$ cat config.mk
export PLATFORM = sky130hd
export DESIGN_NAME = q_frag_bank_ctrl_flat
export DESIGN_NICKNAME = d
export VERILOG_FILES = /design/src/rtl/q_frag_bank_ctrl_if.sv /design/src/rtl/q_frag_bank_ctrl.sv /design/src/flat_wrapper.sv
export SDC_FILE = /design/constraint.sdc
export NUM_CORES = 1
export LEC_CHECK = 0
export BUFFER_PORTS_ARGS = -buffer_cell sky130_fd_sc_hd__buf_2
export CORE_MARGIN = 2
export CORE_UTILIZATION = 35
export CTS_CLUSTER_DIAMETER = 200
export DETAILED_ROUTE_END_ITERATION = 8
export GPL_ROUTABILITY_DRIVEN = 1
export PLACE_DENSITY = 0.62
export SLEW_MARGIN = 10
export SYNTH_ARGS = -nofsm -noshare
export SYNTH_HDL_FRONTEND = slang
export SYNTH_SLANG_ARGS = --single-unit
$ cat constraint.sdc
create_clock -name QCK -period 3 [get_ports QCK]
set_clock_uncertainty 0.1 [all_clocks]
set_input_delay 0.15 -clock QCK [delete_from_list [all_inputs] [get_ports QCK]]
set_output_delay 0.15 -clock QCK [all_outputs]
set_load 0.1 [all_outputs]
$ cat src/rtl/q_frag_bank_ctrl_if.sv
// ---------------------------------------------------------------------------
// q_frag_bank_ctrl_if
//   Bundles the command port, the response port and the Q_FRAG bank pins
//   of q_frag_bank_ctrl. QCK/QRTN are kept outside as plain ports.
//   slave  : view of the controller (q_frag_bank_ctrl)
//   master : view of the environment (command source + bank + response sink)
//   Command : CMD_VALID, CMD_READY, CMD_OP[1:0], CMD_DATA, CMD_MASK
//   Bank    : QDI, CZI, QDS, QEN, QST, QRT (to bank), QZ (from bank)
//   Response: RSP_VALID, RSP_READY, RSP_DATA, RSP_ERR, ERR_CNT[7:0]
// ---------------------------------------------------------------------------
interface q_frag_bank_ctrl_if #(
  parameter int WIDTH = 8
);
  logic             CMD_VALID;
  logic             CMD_READY;
  logic [1:0]       CMD_OP;
  logic [WIDTH-1:0] CMD_DATA;
  logic [WIDTH-1:0] CMD_MASK;

  logic [WIDTH-1:0] QDI;
  logic [WIDTH-1:0] CZI;
  logic             QDS;
  logic [WIDTH-1:0] QEN;
  logic [WIDTH-1:0] QST;
  logic [WIDTH-1:0] QRT;
  logic [WIDTH-1:0] QZ;

  logic             RSP_VALID;
  logic             RSP_READY;
  logic [WIDTH-1:0] RSP_DATA;
  logic             RSP_ERR;
  logic [7:0]       ERR_CNT;

  modport slave (
    input  CMD_VALID, CMD_OP, CMD_DATA, CMD_MASK, QZ, RSP_READY,
    output CMD_READY, QDI, CZI, QDS, QEN, QST, QRT,
           RSP_VALID, RSP_DATA, RSP_ERR, ERR_CNT
  );

  modport master (
    output CMD_VALID, CMD_OP, CMD_DATA, CMD_MASK, QZ, RSP_READY,
    input  CMD_READY, QDI, CZI, QDS, QEN, QST, QRT,
           RSP_VALID, RSP_DATA, RSP_ERR, ERR_CNT
  );
endinterface

$ cat src/rtl/q_frag_bank_ctrl.sv
// ---------------------------------------------------------------------------
// q_frag_bank_ctrl
//   Sequencer for a bank of WIDTH Q_FRAG flops sharing QCK. Takes one
//   LOAD_D / LOAD_C / SET / RESET command at a time, drives the bank pins,
//   waits SETTLE_CYC cycles, samples QZ and returns it with an error flag
//   (masked bits that differ from the expected value). ERR_CNT counts
//   erroneous responses, saturating at 255.
// Ports
//   QCK   : clock (shared with the bank)
//   QRTN  : asynchronous active-low reset; clears every output
//   bus   : q_frag_bank_ctrl_if.slave (command, bank pins, response)
// Parameters
//   WIDTH      : flops in the bank (1..32), must match the interface WIDTH
//   PULSE_CYC  : cycles QST/QRT are held for SET/RESET (1..15)
//   SETTLE_CYC : cycles between bank update and QZ sampling (1..15)
// All outputs come straight from flops.
// ---------------------------------------------------------------------------
module q_frag_bank_ctrl #(
  parameter int WIDTH      = 8,
  parameter int PULSE_CYC  = 2,
  parameter int SETTLE_CYC = 1
) (
  input  logic               QCK,
  input  logic               QRTN,
  q_frag_bank_ctrl_if.slave  bus
);

  typedef enum logic [2:0] {
    IDLE   = 3'd0,
    DRIVE  = 3'd1,
    PULSE  = 3'd2,
    SETTLE = 3'd3,
    RESP   = 3'd4
  } state_t;

  localparam logic [1:0] OP_LOAD_D = 2'b00;
  localparam logic [1:0] OP_LOAD_C = 2'b01;
  localparam logic [1:0] OP_SET    = 2'b10;
  localparam logic [1:0] OP_RESET  = 2'b11;

  // Counters hold "cycles remaining minus one", so they cover 1..15.
  localparam logic [3:0] PULSE_LAST  = 4'(PULSE_CYC - 1);
  localparam logic [3:0] SETTLE_LAST = 4'(SETTLE_CYC - 1);

  state_t           state_q, state_d;
  logic [3:0]       cnt_q, cnt_d;
  logic [1:0]       op_q, op_d;
  logic [WIDTH-1:0] mask_q, mask_d;
  logic [WIDTH-1:0] exp_q, exp_d;

  logic             cmd_ready_q, cmd_ready_d;
  logic [WIDTH-1:0] qdi_q, qdi_d;
  logic [WIDTH-1:0] czi_q, czi_d;
  logic             qds_q, qds_d;
  logic [WIDTH-1:0] qen_q, qen_d;
  logic [WIDTH-1:0] qst_q, qst_d;
  logic [WIDTH-1:0] qrt_q, qrt_d;
  logic             rsp_valid_q, rsp_valid_d;
  logic [WIDTH-1:0] rsp_data_q, rsp_data_d;
  logic             rsp_err_q, rsp_err_d;
  logic [7:0]       err_cnt_q, err_cnt_d;

  logic             sample_err;

  assign sample_err = |((bus.QZ ^ exp_q) & mask_q);

  always_comb begin
    state_d     = state_q;
    cnt_d       = cnt_q;
    op_d        = op_q;
    mask_d      = mask_q;
    exp_d       = exp_q;
    cmd_ready_d = 1'b0;
    // Drive pins are only high in the one state that needs them, so they
    // default to 0 every cycle. QDS is the exception: it keeps its value.
    qdi_d       = '0;
    czi_d       = '0;
    qds_d       = qds_q;
    qen_d       = '0;
    qst_d       = '0;
    qrt_d       = '0;
    rsp_valid_d = rsp_valid_q;
    rsp_data_d  = rsp_data_q;
    rsp_err_d   = rsp_err_q;
    err_cnt_d   = err_cnt_q;

    unique case (state_q)
      IDLE: begin
        cmd_ready_d = 1'b1;
        // Handshake uses the registered READY, so the first edge after
        // reset release never accepts.
        if (bus.CMD_VALID && cmd_ready_q) begin
          cmd_ready_d = 1'b0;
          op_d        = bus.CMD_OP;
          mask_d      = bus.CMD_MASK;
          unique case (bus.CMD_OP)
            OP_LOAD_D: begin
              exp_d   = bus.CMD_DATA;
              state_d = DRIVE;
              qds_d   = 1'b1;
              qdi_d   = bus.CMD_DATA;
              qen_d   = bus.CMD_MASK;
            end
            OP_LOAD_C: begin
              exp_d   = bus.CMD_DATA;
              state_d = DRIVE;
              qds_d   = 1'b0;
              czi_d   = bus.CMD_DATA;
              qen_d   = bus.CMD_MASK;
            end
            OP_SET: begin
              exp_d   = '1;
              state_d = PULSE;
              cnt_d   = PULSE_LAST;
              qst_d   = bus.CMD_MASK;
            end
            default: begin  // OP_RESET
              exp_d   = '0;
              state_d = PULSE;
              cnt_d   = PULSE_LAST;
              qrt_d   = bus.CMD_MASK;
            end
          endcase
        end
      end

      DRIVE: begin
        // Bank captures on this edge; pins return to 0 with it.
        state_d = SETTLE;
        cnt_d   = SETTLE_LAST;
      end

      PULSE: begin
        if (cnt_q == 4'd0) begin
          state_d = SETTLE;
          cnt_d   = SETTLE_LAST;
        end else begin
          cnt_d = cnt_q - 4'd1;
          // Only one of QST/QRT is ever selected by the stored opcode.
          qst_d = (op_q == OP_SET)   ? mask_q : '0;
          qrt_d = (op_q == OP_RESET) ? mask_q : '0;
        end
      end

      SETTLE: begin
        if (cnt_q == 4'd0) begin
          state_d     = RESP;
          rsp_valid_d = 1'b1;
          rsp_data_d  = bus.QZ;
          rsp_err_d   = sample_err;
          if (sample_err && (err_cnt_q != 8'hFF)) begin
            err_cnt_d = err_cnt_q + 8'd1;
          end
        end else begin
          cnt_d = cnt_q - 4'd1;
        end
      end

      RESP: begin
        if (bus.RSP_READY) begin
          state_d     = IDLE;
          rsp_valid_d = 1'b0;
          cmd_ready_d = 1'b1;
        end
      end

      default: begin
        state_d = IDLE;
      end
    endcase
  end

  always_ff @(posedge QCK or negedge QRTN) begin
    if (!QRTN) begin
      state_q     <= IDLE;
      cnt_q       <= '0;
      op_q        <= '0;
      mask_q      <= '0;
      exp_q       <= '0;
      cmd_ready_q <= 1'b0;
      qdi_q       <= '0;
      czi_q       <= '0;
      qds_q       <= 1'b0;
      qen_q       <= '0;
      qst_q       <= '0;
      qrt_q       <= '0;
      rsp_valid_q <= 1'b0;
      rsp_data_q  <= '0;
      rsp_err_q   <= 1'b0;
      err_cnt_q   <= '0;
    end else begin
      state_q     <= state_d;
      cnt_q       <= cnt_d;
      op_q        <= op_d;
      mask_q      <= mask_d;
      exp_q       <= exp_d;
      cmd_ready_q <= cmd_ready_d;
      qdi_q       <= qdi_d;
      czi_q       <= czi_d;
      qds_q       <= qds_d;
      qen_q       <= qen_d;
      qst_q       <= qst_d;
      qrt_q       <= qrt_d;
      rsp_valid_q <= rsp_valid_d;
      rsp_data_q  <= rsp_data_d;
      rsp_err_q   <= rsp_err_d;
      err_cnt_q   <= err_cnt_d;
    end
  end

  assign bus.CMD_READY = cmd_ready_q;
  assign bus.QDI       = qdi_q;
  assign bus.CZI       = czi_q;
  assign bus.QDS       = qds_q;
  assign bus.QEN       = qen_q;
  assign bus.QST       = qst_q;
  assign bus.QRT       = qrt_q;
  assign bus.RSP_VALID = rsp_valid_q;
  assign bus.RSP_DATA  = rsp_data_q;
  assign bus.RSP_ERR   = rsp_err_q;
  assign bus.ERR_CNT   = err_cnt_q;

endmodule

$ cat src/flat_wrapper.sv
// flat-port wrapper written by rule: the top's interface ports become plain ports
module q_frag_bank_ctrl_flat 
#(
  parameter int WIDTH      = 8,
  parameter int PULSE_CYC  = 2,
  parameter int SETTLE_CYC = 1
)
  (QCK, QRTN, bus_CMD_VALID, bus_CMD_OP, bus_CMD_DATA, bus_CMD_MASK, bus_QZ, bus_RSP_READY, bus_CMD_READY, bus_QDI, bus_CZI, bus_QDS, bus_QEN, bus_QST, bus_QRT, bus_RSP_VALID, bus_RSP_DATA, bus_RSP_ERR, bus_ERR_CNT);
  q_frag_bank_ctrl_if #(.WIDTH(WIDTH)) bus_i ();
  input  logic QCK;
  input  logic QRTN;
  input wire logic [$bits(bus_i.CMD_VALID)-1:0] bus_CMD_VALID;
  input wire logic [$bits(bus_i.CMD_OP)-1:0] bus_CMD_OP;
  input wire logic [$bits(bus_i.CMD_DATA)-1:0] bus_CMD_DATA;
  input wire logic [$bits(bus_i.CMD_MASK)-1:0] bus_CMD_MASK;
  input wire logic [$bits(bus_i.QZ)-1:0] bus_QZ;
  input wire logic [$bits(bus_i.RSP_READY)-1:0] bus_RSP_READY;
  output wire logic [$bits(bus_i.CMD_READY)-1:0] bus_CMD_READY;
  output wire logic [$bits(bus_i.QDI)-1:0] bus_QDI;
  output wire logic [$bits(bus_i.CZI)-1:0] bus_CZI;
  output wire logic [$bits(bus_i.QDS)-1:0] bus_QDS;
  output wire logic [$bits(bus_i.QEN)-1:0] bus_QEN;
  output wire logic [$bits(bus_i.QST)-1:0] bus_QST;
  output wire logic [$bits(bus_i.QRT)-1:0] bus_QRT;
  output wire logic [$bits(bus_i.RSP_VALID)-1:0] bus_RSP_VALID;
  output wire logic [$bits(bus_i.RSP_DATA)-1:0] bus_RSP_DATA;
  output wire logic [$bits(bus_i.RSP_ERR)-1:0] bus_RSP_ERR;
  output wire logic [$bits(bus_i.ERR_CNT)-1:0] bus_ERR_CNT;
  assign bus_i.CMD_VALID = bus_CMD_VALID;
  assign bus_i.CMD_OP = bus_CMD_OP;
  assign bus_i.CMD_DATA = bus_CMD_DATA;
  assign bus_i.CMD_MASK = bus_CMD_MASK;
  assign bus_i.QZ = bus_QZ;
  assign bus_i.RSP_READY = bus_RSP_READY;
  assign bus_CMD_READY = bus_i.CMD_READY;
  assign bus_QDI = bus_i.QDI;
  assign bus_CZI = bus_i.CZI;
  assign bus_QDS = bus_i.QDS;
  assign bus_QEN = bus_i.QEN;
  assign bus_QST = bus_i.QST;
  assign bus_QRT = bus_i.QRT;
  assign bus_RSP_VALID = bus_i.RSP_VALID;
  assign bus_RSP_DATA = bus_i.RSP_DATA;
  assign bus_RSP_ERR = bus_i.RSP_ERR;
  assign bus_ERR_CNT = bus_i.ERR_CNT;
  q_frag_bank_ctrl #(.WIDTH(WIDTH), .PULSE_CYC(PULSE_CYC), .SETTLE_CYC(SETTLE_CYC)) u_core (.QCK(QCK), .QRTN(QRTN), .bus(bus_i));
endmodule
==> results.sh <==
export IMPL_drt_iter0_markers=108
export IMPL_cp_required_ps=3130
export IMPL_avgSynthCellArea_sq_um=11.8
export IMPL_worst_hold_path_type="in -> reg"
export IMPL_fin_ws_ps=571
export IMPL_peakVddDrop_v=0.00110
export IMPL_cts_path_max_buffers=2
export IMPL_drtPass1Iterations=4
export IMPL_post_route_min_period_ps=2430
export IMPL_drt_wirelength_per_cell_um=14.7
export IMPL_path_buf_inv=1
export IMPL_setup_tns_ps=0
export IMPL_ys_warn_count=0
export IMPL_max_freq_mhz=412
export IMPL_antenna_found_initial=0
export IMPL_grt_usage_pct=16.0
export IMPL_outcome="finished, final reports clean"
export IMPL_slowest_delay_ps=540
export IMPL_grt_pass1_vias=2514
export IMPL_hp_start="bus_RSP_READY"
export IMPL_drv_cap=0
export IMPL_nFillCells=935
export IMPL_row_count=36
export IMPL_placed_cell_area_sq_um=4040
export IMPL_power_density_nw_per_um2=989
export IMPL_critical_path_class="reg -> reg"
export IMPL_finalCritPeriodShare_pct=81.0
export IMPL_synth_seq_area_share_pct=62.2
export IMPL_fin_nets=444
export IMPL_cp_arrival_ps=2560
export IMPL_via_count=2584
export IMPL_ys_seq_elements=85
export IMPL_path_cells="inv_1 > ha_1 > or3b_4 > or3_1 > and4bb_1 > mux2_1"
export IMPL_grt_start_max_net_pins=58
export IMPL_htreeDepth=3
export IMPL_cts_inserted_buffers=9
export IMPL_routabilityCongestion=0.809
export IMPL_dieArea_sq_um=10600
export IMPL_syn_num_nets=324
export IMPL_slew_headroom_pct=52.4
export IMPL_wl_mm=8.08
export IMPL_p_leak_uw=0.00237
export IMPL_cp_top_family="simple AND/OR/NAND/NOR gates"
export IMPL_rsz0062_at_grt="false"
export IMPL_netlist_instances=291
export IMPL_drive_above_1_share_pct=30.3
export IMPL_r2r_cells=6
export IMPL_grt_ovfl_total=0
export IMPL_finalInstanceArea_sq_um=4530
export IMPL_cts_tree="yes"
export IMPL_dieWidth_um=103
export IMPL_r2r_end="u_core.bus.ERR_CNT[7]$_DFFE_PN0P_"
export IMPL_antennaDiodeCount=0
export IMPL_holdPathStages=3
export IMPL_synthesis_area_sq_um=3420
export IMPL_area_growth_pct=32.3
export IMPL_pre_cts_ws_ps=568
export IMPL_via_per_inst=4.71
export IMPL_critPathLaunchType="flip-flop"
export IMPL_synthDistinctLibCells=41
export IMPL_end_kind="flip-flop"
export IMPL_dp_hpwl_mm=5.61
export IMPL_grt_pass1_wl_mm=12.8
export IMPL_worstHoldEndpoint="u_core.bus.CMD_READY$_DFF_PN0_"
export IMPL_worst_pin_slew_ps=715
export IMPL_path_depth=6
export IMPL_io_buffers=89
export IMPL_cts_sinks=85
export IMPL_cp_max_fo=12
export IMPL_clk_latency_ps=340
export IMPL_start_util_pct=35.5
export IMPL_r2r_slack_ps=570
export IMPL_cts_root_buffer_cell="clkbuf_8"
export IMPL_reg2reg_from="u_core.cnt_q[0]$_DFFE_PN0P_"
export IMPL_slew_violations=0
export IMPL_path_clk_slew_ps=80
export IMPL_ant_nets=0
export IMPL_ios=90
export IMPL_hold_violations=0
export IMPL_die_h_um=103
export IMPL_route_detailed_drc=0
export IMPL_setup_violations=0
export IMPL_coreArea_sq_um=9640
export IMPL_crit_path_top_delay_cell="or3_1"
-- state kept, by name, indices dropped and copies added, names as in the netlist, 2 cells and up --
| register | flops |
|---|---|
| u_core.mask_q | 8 |
| u_core.state_q | 3 |
| u_core.bus.QST | 8 |
| u_core.bus.QDI | 8 |
| u_core.cnt_q | 4 |
| u_core.op_q | 2 |
| u_core.bus.RSP_DATA | 8 |
| u_core.bus.CZI | 8 |
| u_core.exp_q | 8 |
| u_core.bus.QEN | 8 |
| u_core.bus.ERR_CNT | 8 |
| u_core.bus.QRT | 8 |
-- cells by family (layout without fill, tap and decap cells) --
kind of cell / count (synthesis) / in the layout / synth area share (%)
adder cells (fa/ha/maj): 3 / 3 / 1.10
XOR/XNOR: 14 / 14 / 3.58
flip-flops: 85 / 85 / 62.2
buffers and inverters: 20 / 145 / 2.34
AO/OA/AOI/OAI: 51 / 51 / 10.4
multiplexers: 13 / 13 / 4.28
AND/OR/NAND/NOR: 105 / 105 / 16.1
-- cell type report --
class / count / area [sq um] / share of cell area (%)
inverter: 7 / 26.3 / 0.580
clock inverter: 5 / 82.6 / 1.82
sequential: 85 / 2130 / 47.0
clock buffer: 11 / 151 / 3.34
timing repair buffer: 122 / 758 / 16.7
tap: 133 / 166 / 3.68
multi-input combinational: 186 / 1210 / 26.8
-- power breakdown --
| group | internal [uW] | switching, uW | total [uW] | leakage, uW |
|---|---|---|---|---|
| logic | 479 | 1410 | 1890 | 0.00114 |
| registers | 1430 | 234 | 1670 | 0.00111 |
| clock network | 514 | 408 | 923 | 0.000108 |
| total | 2430 | 2050 | 4470 | 0.00237 |
-- placed cells by master, fill, tap and decap left out, drive strengths merged, types with 2 or more instances in the layout --
cell type,n
nand4,6
a22oi,4
xor2,8
a22o,16
or3,3
a21o,2
nand3,2
buf,97
and3,13
ha,3
nor3,3
clkinvlp,3
o21ai,4
xnor2,6
inv,6
dlygate4sd3,25
nor2,14
a21oi,20
bufinv,2
dfrtp,85
and2,18
mux2,13
clkbuf,11
nand2,37
-- synth_stat cells, drive strengths merged --
master / instances / area share [%]
a21o: 2 / 0.44
a21oi: 20 / 2.9
a22o: 16 / 4.1
a22oi: 4 / 0.88
a311o: 1 / 0.29
a31oi: 1 / 0.37
and2: 18 / 3.3
and3: 13 / 2.4
and3b: 1 / 0.26
and4b: 1 / 0.29
and4bb: 1 / 0.37
buf: 5 / 0.69
clkbuf: 8 / 0.88
clkinv: 1 / 0.11
dfrtp: 85 / 62
ha: 3 / 1.1
inv: 6 / 0.66
mux2: 13 / 4.3
nand2: 37 / 4.1
nand2b: 1 / 0.18
nand3: 2 / 0.29
nand4: 6 / 1.1
nor2: 14 / 1.5
nor2b: 1 / 0.18
nor3: 3 / 0.59
nor4b: 1 / 0.26
nor4bb: 1 / 0.29
o211ai: 1 / 0.37
o21ai: 4 / 0.59
o21bai: 1 / 0.22
o41ai: 1 / 0.26
or2: 1 / 0.18
or3: 3 / 0.55
or3b: 1 / 0.33
xnor2: 6 / 1.5
xor2: 8 / 2.0
-- worst max-delay path by stage --
stage                                       from                                end
3_3_place_gp         u_core.cnt_q[0]$_DFFE_PN0P_  u_core.bus.ERR_CNT[7]$_DFFE_PN0P_
3_5_place_dp         u_core.cnt_q[0]$_DFFE_PN0P_  u_core.bus.ERR_CNT[7]$_DFFE_PN0P_
5_1_grt              u_core.cnt_q[0]$_DFFE_PN0P_  u_core.bus.ERR_CNT[7]$_DFFE_PN0P_
2_1_floorplan  u_core.bus.ERR_CNT[0]$_DFFE_PN0P_  u_core.bus.ERR_CNT[1]$_DFFE_PN0P_
6_report             u_core.cnt_q[0]$_DFFE_PN0P_  u_core.bus.ERR_CNT[7]$_DFFE_PN0P_
4_1_cts              u_core.cnt_q[0]$_DFFE_PN0P_  u_core.bus.ERR_CNT[7]$_DFFE_PN0P_
-- worst min-delay path, stage by stage --
cell    delay [ps]
buf_2          110
nor2_1         120
nor3_1          60
-- routing by layer --
metal	routed length, um	vias to the layer above	global-route usage (%)
li1	-	1242	-
met1	3860	1263	23.1
met2	3700	75	23.8
met3	468	4	4.20
met4	54	0	4.55
met5	0	-	0
-- metrics by stage --
stage / util [%] / hold slack [ps] / instances / total power, uW
global placement: 41.9 / 159 / 508 / 3530
global route: 47.0 / 43.7 / 549 / 4740
finish: 47.0 / 37.9 / 549 / 4470
CTS: 47.0 / 26.4 / 549 / 4500
detailed placement: 41.9 / 163 / 508 / 3560
floorplan: - / -246 / 291 / 3150
-- what timing repair did --
item	in CTS	in global routing
gates resized for setup	0	0
hold buffers	25	0
hold endpoints to repair	111	0
setup buffers	0	0
Note: power is estimated with default switching activity, not from simulation.
